### src/rtl/adc_capture_writer.sv
// rtl/adc_capture_writer.sv - ADC sample stream to RAM port-2 capture writer
// One-shot or ping-pong ring capture with decimation and half-buffer interrupts.
module adc_capture_writer #(
   parameter int ADDR_W  = 15,
   parameter int DATA_W  = 16,
   parameter int DECIM_W = 8
) (
   input  logic                clk,
   input  logic                reset_n,
   input  logic                start,
   input  logic                stop,
   input  logic                continuous,
   input  logic [ADDR_W:0]     capture_len,
   input  logic [DECIM_W-1:0]  decim,
   input  logic                irq_ack,
   input  logic                sample_valid,
   input  logic [DATA_W-1:0]   sample_data,
   output logic                sample_ready,
   output logic [ADDR_W-1:0]   address2,
   output logic                chipselect2,
   output logic                write2,
   output logic [DATA_W-1:0]   writedata2,
   output logic [1:0]          byteenable2,
   output logic                clken2,
   output logic                busy,
   output logic                done,
   output logic [ADDR_W-1:0]   wr_ptr,
   output logic                irq_pending,
   output logic                half_sel,
   output logic                overflow
);

   localparam int DEPTH = 1 << ADDR_W;
   localparam logic [ADDR_W-1:0] LOWER_LAST = ADDR_W'(DEPTH/2 - 1);
   localparam logic [ADDR_W-1:0] UPPER_LAST = ADDR_W'(DEPTH - 1);
   localparam logic [ADDR_W:0]   FULL_LEN   = (ADDR_W+1)'(DEPTH);

   typedef enum logic [1:0] {IDLE, CAPTURE, DONE} state_t;

   state_t               state, state_nx;
   logic                 cont_l;
   logic [ADDR_W:0]      len_l;
   logic [DECIM_W-1:0]   decim_l;
   logic [DECIM_W-1:0]   dec_cnt;
   logic [ADDR_W:0]      count;
   logic                 wr_q;

   logic                 accept, do_write, last_write, start_cap;
   logic                 lower_done, upper_done, half_done;
   logic [ADDR_W:0]      count_nx, len_eff;

   assign byteenable2  = 2'b11;
   assign clken2       = 1'b1;
   assign chipselect2  = wr_q;
   assign write2       = wr_q;
   assign busy         = (state == CAPTURE);
   assign sample_ready = (state == CAPTURE);

   always_comb begin
      accept     = (state == CAPTURE) && sample_valid;
      do_write   = accept && (dec_cnt == decim_l);
      count_nx   = count + 1'b1;
      len_eff    = (len_l == '0) ? FULL_LEN : len_l;
      last_write = do_write && !cont_l && (count_nx == len_eff);
      lower_done = do_write && (wr_ptr == LOWER_LAST);
      upper_done = do_write && (wr_ptr == UPPER_LAST);
      half_done  = lower_done || upper_done;
      start_cap  = start && (state != CAPTURE);
   end

   always_comb begin
      state_nx = state;
      case (state)
         IDLE, DONE: if (start) state_nx = CAPTURE;
         CAPTURE: begin
            if (stop)            state_nx = IDLE;
            else if (last_write) state_nx = DONE;
         end
         default:    state_nx = IDLE;
      endcase
   end

   always_ff @(posedge clk) begin
      if (!reset_n) begin
         state       <= IDLE;
         cont_l      <= 1'b0;
         len_l       <= '0;
         decim_l     <= '0;
         dec_cnt     <= '0;
         count       <= '0;
         wr_ptr      <= '0;
         wr_q        <= 1'b0;
         address2    <= '0;
         writedata2  <= '0;
         done        <= 1'b0;
         irq_pending <= 1'b0;
         half_sel    <= 1'b0;
         overflow    <= 1'b0;
      end else begin
         state <= state_nx;
         // The write is issued one cycle after acceptance, even if stop lands on the accept edge.
         wr_q  <= do_write;
         if (do_write) begin
            address2   <= wr_ptr;
            writedata2 <= sample_data;
         end

         if (start_cap) begin
            cont_l      <= continuous;
            len_l       <= capture_len;
            decim_l     <= decim;
            dec_cnt     <= '0;
            count       <= '0;
            wr_ptr      <= '0;
            done        <= 1'b0;
            irq_pending <= 1'b0;
            half_sel    <= 1'b0;
            overflow    <= 1'b0;
         end else begin
            if (accept) dec_cnt <= do_write ? '0 : dec_cnt + 1'b1;
            if (do_write) begin
               wr_ptr <= wr_ptr + 1'b1;
               count  <= count_nx;
            end
            if (last_write && !stop) done <= 1'b1;
            // A completion beats a coincident ack; an ack in the same cycle counts as servicing the old one.
            if (half_done) begin
               irq_pending <= 1'b1;
               half_sel    <= upper_done;
               if (irq_pending && !irq_ack) overflow <= 1'b1;
            end else if (irq_ack) begin
               irq_pending <= 1'b0;
            end
         end
      end
   end

endmodule

### config.mk
export PLATFORM = sky130hd
export DESIGN_NAME = adc_capture_writer
export DESIGN_NICKNAME = d
export VERILOG_FILES = /design/src/rtl/adc_capture_writer.sv
export SDC_FILE = /design/constraint.sdc
export NUM_CORES = 1
export LEC_CHECK = 0
export BUFFER_PORTS_ARGS = -buffer_cell sky130_fd_sc_hd__clkbuf_2
export CAP_MARGIN = 15
export CORE_MARGIN = 5
export CORE_UTILIZATION = 45
export DETAILED_ROUTE_END_ITERATION = 7
export PLACE_DENSITY = 0.78
export SETUP_SLACK_MARGIN = 0.15
export SYNTH_ARGS = -nofsm -noshare
export SYNTH_HDL_FRONTEND = slang
export SYNTH_SLANG_ARGS = --single-unit
### constraint.sdc
create_clock -name clk -period 2.6 [get_ports clk]
set_input_delay 0.13 -clock clk [delete_from_list [all_inputs] [get_ports clk]]
set_output_delay 0.13 -clock clk [all_outputs]
set_load 0.1 [all_outputs]
==> impl_metrics.py, run 1 <==
metrics = {
    "flow_run": {
        "cap_violations": 0,
    },
    "final_layout": {
        "final_layout_size_suffix_gt1_share_pct": 20.8,
        "antenna_cells": 0,
        "postLayoutCellArea_mm2": 0.00587,
        "final_cells": 825,
        "area_growth_syn_to_layout_pct": 25.7,
        "nets": 734,
    },
    "timing": {
        "final_max_slew_viol_count": 0,
        "tns_ps": 0,
        "fmax_ghz": 0.441,
        "fin_crit_sh_pct": 87.2,
        "period_minus_slack_ps": 2270,
        "relSlewSlack_pct": 56.1,
        "setup_viol": 0,
        "rsz0062_at_grt": "no",
        "worst_pin_slew_ps": 658,
        "clock_skew_ps": 11.5,
        "hold_viol": 0,
    },
    "yosys": {
        "ys_seq_area_share_pct": 43.7,
        "synth.area.top_cells": "dfxtp_1 (44%), nand2_1 (11%), a21boi_0 (9.0%), xnor2_1 (6.0%), xor2_1 (4.3%)",
        "avgSynthCellArea_um2": 8.39,
        "postSynthCellCount": 557,
        "synth.most_common_cell": "nand2_1",
        "synth_top_cell_by_area": "dfxtp_1",
        "synthArstFlopShare_pct": 0,
        "synth_top_area_share_pct": 43.7,
        "synth_seq_cells": 102,
        "netlist_area_mm2": 0.00467,
        "yosysWarnings": 0,
        "ys.flop_type": "dfxtp_1",
        "yosys-top-cells-count": "nand2_1 (138), dfxtp_1 (102), a21boi_0 (56), nor2_1 (41), xnor2_1 (32)",
        "synth_edf_count": 0,
        "synth_cell_types": 47,
    },
    "placed_design": {
        "dp_cells": 768,
        "place_congestion": 0.847,
        "portBuffers": 100,
        "post_dp_cell_area_mm2": 0.00525,
        "hpwl_mm": 8.21,
    },
    "status": {
        "outcome": "finished, final reports clean",
    },
    "global_routing": {
        "antenna_found_initial": 0,
        "grt_max_degree": 36,
        "track_usage_pct": 18.8,
        "grt_pass1_wl_mm": 19.7,
        "grt_pass1_vias": 4231,
        "grt-ovfl-total": 0,
    },
    "power_and_ir_drop": {
        "switchingPower_uw": 855,
        "p_int_mw": 2.12,
        "power_leakage_nw": 2.32,
        "pwr-share-comb_pct": 13.2,
        "power_frac_seq_pct": 54.7,
        "ir_worst_vdd_uv": 325,
        "p_clk_share_pct": 32.1,
        "netSwitchingFraction_pct": 28.8,
        "power_density_mw_per_mm2": 506,
    },
    "setup_path": {
        "worstSetupStartpointType": "register",
        "required_ps": 2870,
        "cp_top_family": "simple AND/OR/NAND/NOR gates",
        "cp_max_fo": 10,
        "worstSetupPathType": "reg -> reg",
        "worst-path-buf-inv": 0,
        "worst_ep_arrival_time_ps": 2530,
        "max_stage_delay_ps": 510,
        "slowest_stage": "dfxtp_1",
        "end_kind": "register",
        "crit_chain": "nand3_4, xnor2_1, or3b_1, a2111oi_2, nand4_1, a22o_1",
    },
    "clock_network": {
        "clockBufferDepth": 2,
        "clock_latency_ps": 370,
        "cts_tree": "built",
        "clock-sinks": 102,
        "clk_pin_slew_worst_paths_ps": 100,
        "cts_setup_buffers": 0,
        "htree_levels": 3,
        "cts_made_buffers": 9,
        "cts-root-buf": "clkbuf_8",
    },
    "floorplanning": {
        "start_util_pct": 45.7,
        "io_pins": 104,
        "rows": 37,
        "fp.dieH_um": 112,
        "core-area_mm2": 0.0102,
        "die_area_mm2": 0.0125,
        "fp.dieW_um": 112,
    },
    "drt": {
        "wl_met1_mm": 5.01,
        "wl_met3_um": 609,
        "wl_per_cell_um": 14.1,
        "drtIter0Drc": 178,
        "dr.max_layer_used": "met4",
        "drc": 0,
        "ant_nets": 0,
        "vias": 4205,
        "dr.pass1.iters": 5,
        "drt-vias-per-instance": 5.10,
        "wl_mm": 11.6,
        "wl_met2_mm": 5.85,
    },
    "min_path": {
        "min_path_type": "in -> reg",
    },
}
timing repair:
action / in CTS / in global routing
gates resized for setup: 0 / 6
hold buffers: 41 / 0
endpoints found under the hold margin: 41 / 0
setup endpoints to repair: 0 / 10
final timing paths:
check,startpoint,end,slack (ps),cells after the start
hold reg to reg,address2[8]$_SDFFE_PN0N_,address2[8]$_SDFFE_PN0N_,470,2
setup / recovery,count[4]$_SDFFE_PP0N_,state[0]$_SDFFE_PN0P_,330,6
hold / removal,sample_data[2],writedata2[2]$_SDFFE_PN0N_,30,3
setup reg to reg,count[4]$_SDFFE_PP0N_,state[0]$_SDFFE_PN0P_,330,6
stage by stage:
step,power [mW],setup slack [ps],util (%),hold WS [ps]
finish,2.97,333,57.4,25.9
global route,3.11,198,57.4,35.1
CTS,3.01,237,57.2,4.06
detailed placement,2.00,251,51.3,372
global placement,1.99,364,51.3,355
floorplan,1.91,325,-,233
metal layers:
metal / track usage, % / vias up
li1: - / 2111
met1: 23.2 / 1980
met2: 32.6 / 99
met3: 5.00 / 15
met4: 4.70 / 0
met5: 0 / -
power groups by stage:
stage          clock, mW  sequential (mW)  combinational (mW)
2_1_floorplan          0             1.70               0.206
3_3_place_gp           0             1.66               0.334
5_1_grt             1.06             1.63               0.426
3_5_place_dp           0             1.66               0.340
6_report           0.955             1.63               0.391
4_1_cts            0.999             1.63               0.390
cells by family after synthesis:
family                     synth area share, %
and+or+nand+nor                           25.3
DFF                                       43.7
AOI/OAI and AO/OA                         15.2
xor gates and xnor gates                  10.3
buffers and inverters                     4.34
adders and majority gates                0.804
other                                   0.0803
muxes                                    0.214
placed cells by master, fill, tap and decap left out, types with 3 or more instances in the layout:
| cell type | count |
|---|---|
| a21oi_1 | 6 |
| nand2b_1 | 3 |
| dlygate4sd3_1 | 41 |
| a21boi_0 | 56 |
| nand3_1 | 13 |
| nand4_1 | 12 |
| xor2_1 | 23 |
| buf_4 | 10 |
| and2_1 | 4 |
| nand2_1 | 138 |
| dfxtp_1 | 101 |
| clkbuf_2 | 100 |
| nor3_1 | 3 |
| inv_1 | 4 |
| a22o_1 | 3 |
| o21ai_0 | 23 |
| o31ai_1 | 5 |
| conb_1 | 3 |
| nor4_4 | 3 |
| xnor2_1 | 32 |
| nand3b_1 | 3 |
| nor4_1 | 10 |
| and3_1 | 5 |
| nor2_1 | 39 |
| clkbuf_8 | 9 |
registers in the layout, indices dropped and copies added (netlist names):
register,flops
cont_l,1
chipselect2,1
len_l,16
irq_pending,1
wr_ptr,15
writedata2,16
overflow,1
dec_cnt,8
done,1
state,2
decim_l,8
count,16
half_sel,1
address2,15
worst register-to-register path: stages (launching register included):
cell	delay (ps)
dfxtp_1	510
nand3_4	250
xnor2_1	210
or3b_1	380
a2111oi_2	350
nand4_1	200
a22o_1	270
layout make-up:
type / count / area, µm²
multi-input combinational: 415 / 2470
clock buffer: 9 / 124
timing repair buffer: 151 / 986
inverter: 5 / 18.8
tap: 136 / 170
sequential: 102 / 2040
clock inverter: 7 / 65.1
fill: 873 / 4360
No activity file was read; power rests on OpenSTA's default activity.
==> inputs of run 2 (changes only) <==
--- a/config.mk
+++ b/config.mk
@@ -8,9 +8,9 @@
 export BUFFER_PORTS_ARGS = -buffer_cell sky130_fd_sc_hd__clkbuf_2
 export CAP_MARGIN = 15
 export CORE_MARGIN = 5
-export CORE_UTILIZATION = 45
+export CORE_UTILIZATION = 54
 export DETAILED_ROUTE_END_ITERATION = 7
-export PLACE_DENSITY = 0.78
+export PLACE_DENSITY = 0.9
 export SETUP_SLACK_MARGIN = 0.15
 export SYNTH_ARGS = -nofsm -noshare
 export SYNTH_HDL_FRONTEND = slang
==> run 2 against run 1 <==
The flow now finishes with violations (negative hold slack). Design area decreased by 2.4%. Clock power increased by 7%. First-iteration DRC count is 21% higher. Wire length up 4.5%. Worst hold slack got worse by 35 ps. Total power rose by 1.8%. Flip-flop and latch count is the same.
==> impl_metrics.py, run 2 (same netlist as run 1, synthesis figures left out) <==
metrics = {
    "status": {
        "outcome": "finished, violations left",
        "violations": "negative hold slack",
    },
    "final_layout": {
        "area_growth_syn_to_layout_pct": 22.7,
        "final_common_cell": "nand2_1",
        "nets": 721,
        "mostFrequentLayoutCells": "nand2_1 (138), dfxtp_1 (101), clkbuf_2 (100)",
        "antenna_cells": 0,
        "final_layout_size_suffix_gt1_share_pct": 21.0,
        "top_regs": "count: 16 flops, len_l: 16 flops, writedata2: 16 flops",
        "final_util_pct": 66.7,
    },
    "setup_path": {
        "worst_ep_arrival_time_ps": 2600,
        "end_kind": "register",
        "cp_max_fo": 7,
        "worstSetupStartpointType": "register",
        "rrSetupSlack_ps": 280,
        "required_ps": 2880,
        "worstSetupPathType": "reg -> reg",
    },
    "power_and_ir_drop": {
        "p_int_mw": 2.12,
        "netSwitchingFraction_pct": 29.9,
        "ir_worst_vdd_uv": 288,
        "finalPower_mw": 3.03,
        "power_leakage_nw": 2.28,
        "pwr-share-comb_pct": 12.4,
        "power_frac_seq_pct": 53.8,
        "switchingPower_uw": 904,
        "power_density_mw_per_mm2": 528,
        "p_clk_share_pct": 33.8,
    },
    "timing": {
        "worst_pin_slew_ps": 627,
        "clock_skew_ps": 21.5,
        "hold_viol": 5,
        "period_minus_slack_ps": 2320,
        "rsz0062_at_grt": "yes",
        "fin_crit_sh_pct": 89.2,
        "relSlewSlack_pct": 58.1,
        "timing.hold.ws_ps": -9.35,
        "final_max_slew_viol_count": 0,
        "tns_ps": 0,
        "setup_viol": 0,
        "fmax_ghz": 0.431,
    },
    "flow_run": {
        "cap_violations": 0,
    },
    "drt": {
        "ant_nets": 0,
        "wl_met1_mm": 4.68,
        "wl_met3_um": 821,
        "dr.pass1.iters": 7,
        "drtIter0Drc": 216,
        "wl_per_cell_um": 15.5,
        "drc": 0,
        "vias": 4345,
        "wl_mm": 12.2,
        "drt-vias-per-instance": 5.54,
        "dr.max_layer_used": "met4",
        "wl_met2_mm": 6.37,
    },
    "clock_network": {
        "htree_levels": 3,
        "clockBufferDepth": 2,
        "cts_tree": "built",
        "cts-root-buf": "clkbuf_8",
        "cts_setup_buffers": 0,
        "clock-sinks": 102,
        "clk_pin_slew_worst_paths_ps": 120,
        "clock_latency_ps": 380,
        "cts_made_buffers": 9,
    },
    "global_routing": {
        "grt_pass1_wl_mm": 19.7,
        "antenna_found_initial": 0,
        "grt_pass1_vias": 4275,
        "grt-ovfl-total": 0,
        "grt_max_degree": 36,
        "track_usage_pct": 23.1,
    },
    "placed_design": {
        "place_congestion": 0.905,
        "portBuffers": 100,
        "hpwl_mm": 8.20,
    },
    "floorplanning": {
        "die_area_mm2": 0.0106,
        "start_util_pct": 54.4,
        "rows": 34,
        "core-area_mm2": 0.00859,
        "io_pins": 104,
        "fp.dieH_um": 103,
        "fp.dieW_um": 103,
    },
    "min_path": {
        "min_path_type": "in -> reg",
    },
}
## run 2: routing by layer
layer	vias up	global-route usage, %
met5	-	0
met4	0	8.57
met3	32	4.74
met2	156	41.5
met1	2063	26.9
li1	2094	-
## run 2: area by class of cell
type	count	area [µm²]
well taps	108	135
clock buffers	9	124
repair buffers	138	858
clock inverters	7	86.3
multi-input cells	415	2470
inverters	5	18.8
flip-flops and latches	102	2040
fillers	689	2860
## run 2: power groups by stage
| stage | clock network (mW) | logic (mW) | registers [mW] |
|---|---|---|---|
| 2_1_floorplan | 0 | 0.206 | 1.70 |
| 3_3_place_gp | 0 | 0.328 | 1.66 |
| 3_5_place_dp | 0 | 0.337 | 1.66 |
| 4_1_cts | 1.03 | 0.373 | 1.63 |
| 5_1_grt | 1.09 | 0.407 | 1.63 |
| 6_report | 1.02 | 0.376 | 1.63 |
## run 2: stage by stage
stage	instance area [µm²]	setup WS (ps)	instances
after floorplan	4690	325	559
after global placement	5210	333	739
after detailed placement	5210	232	739
after CTS	5710	169	784
after global routing	5730	139	784
final	5730	282	784
## run 2: worst paths after layout
path | startpoint | endpoint | cells past startpoint
worst max-delay path | count[0]$_SDFFE_PP0N_ | state[0]$_SDFFE_PN0P_ | 7
worst min-delay path | capture_len[7] | len_l[7]$_SDFFE_PN0P_ | 3
worst max register to register | count[0]$_SDFFE_PP0N_ | state[0]$_SDFFE_PN0P_ | 7
worst min register to register | writedata2[14]$_SDFFE_PN0N_ | writedata2[14]$_SDFFE_PN0N_ | 2
## run 2: what timing repair did
item                                   CTS  global route
setup endpoints to repair                0             6
endpoints found under the hold margin   29             0
resized for setup                        0             6
hold buffers                            29             0
## run 2: critical path, cell delays in order, from the launching register on
cell       delay, ps
dfxtp_1          460
ha_2             300
nand3_2          200
nor2_2           280
nand3_1          130
a2111oi_2        360
nand4_1          210
a22o_1           280
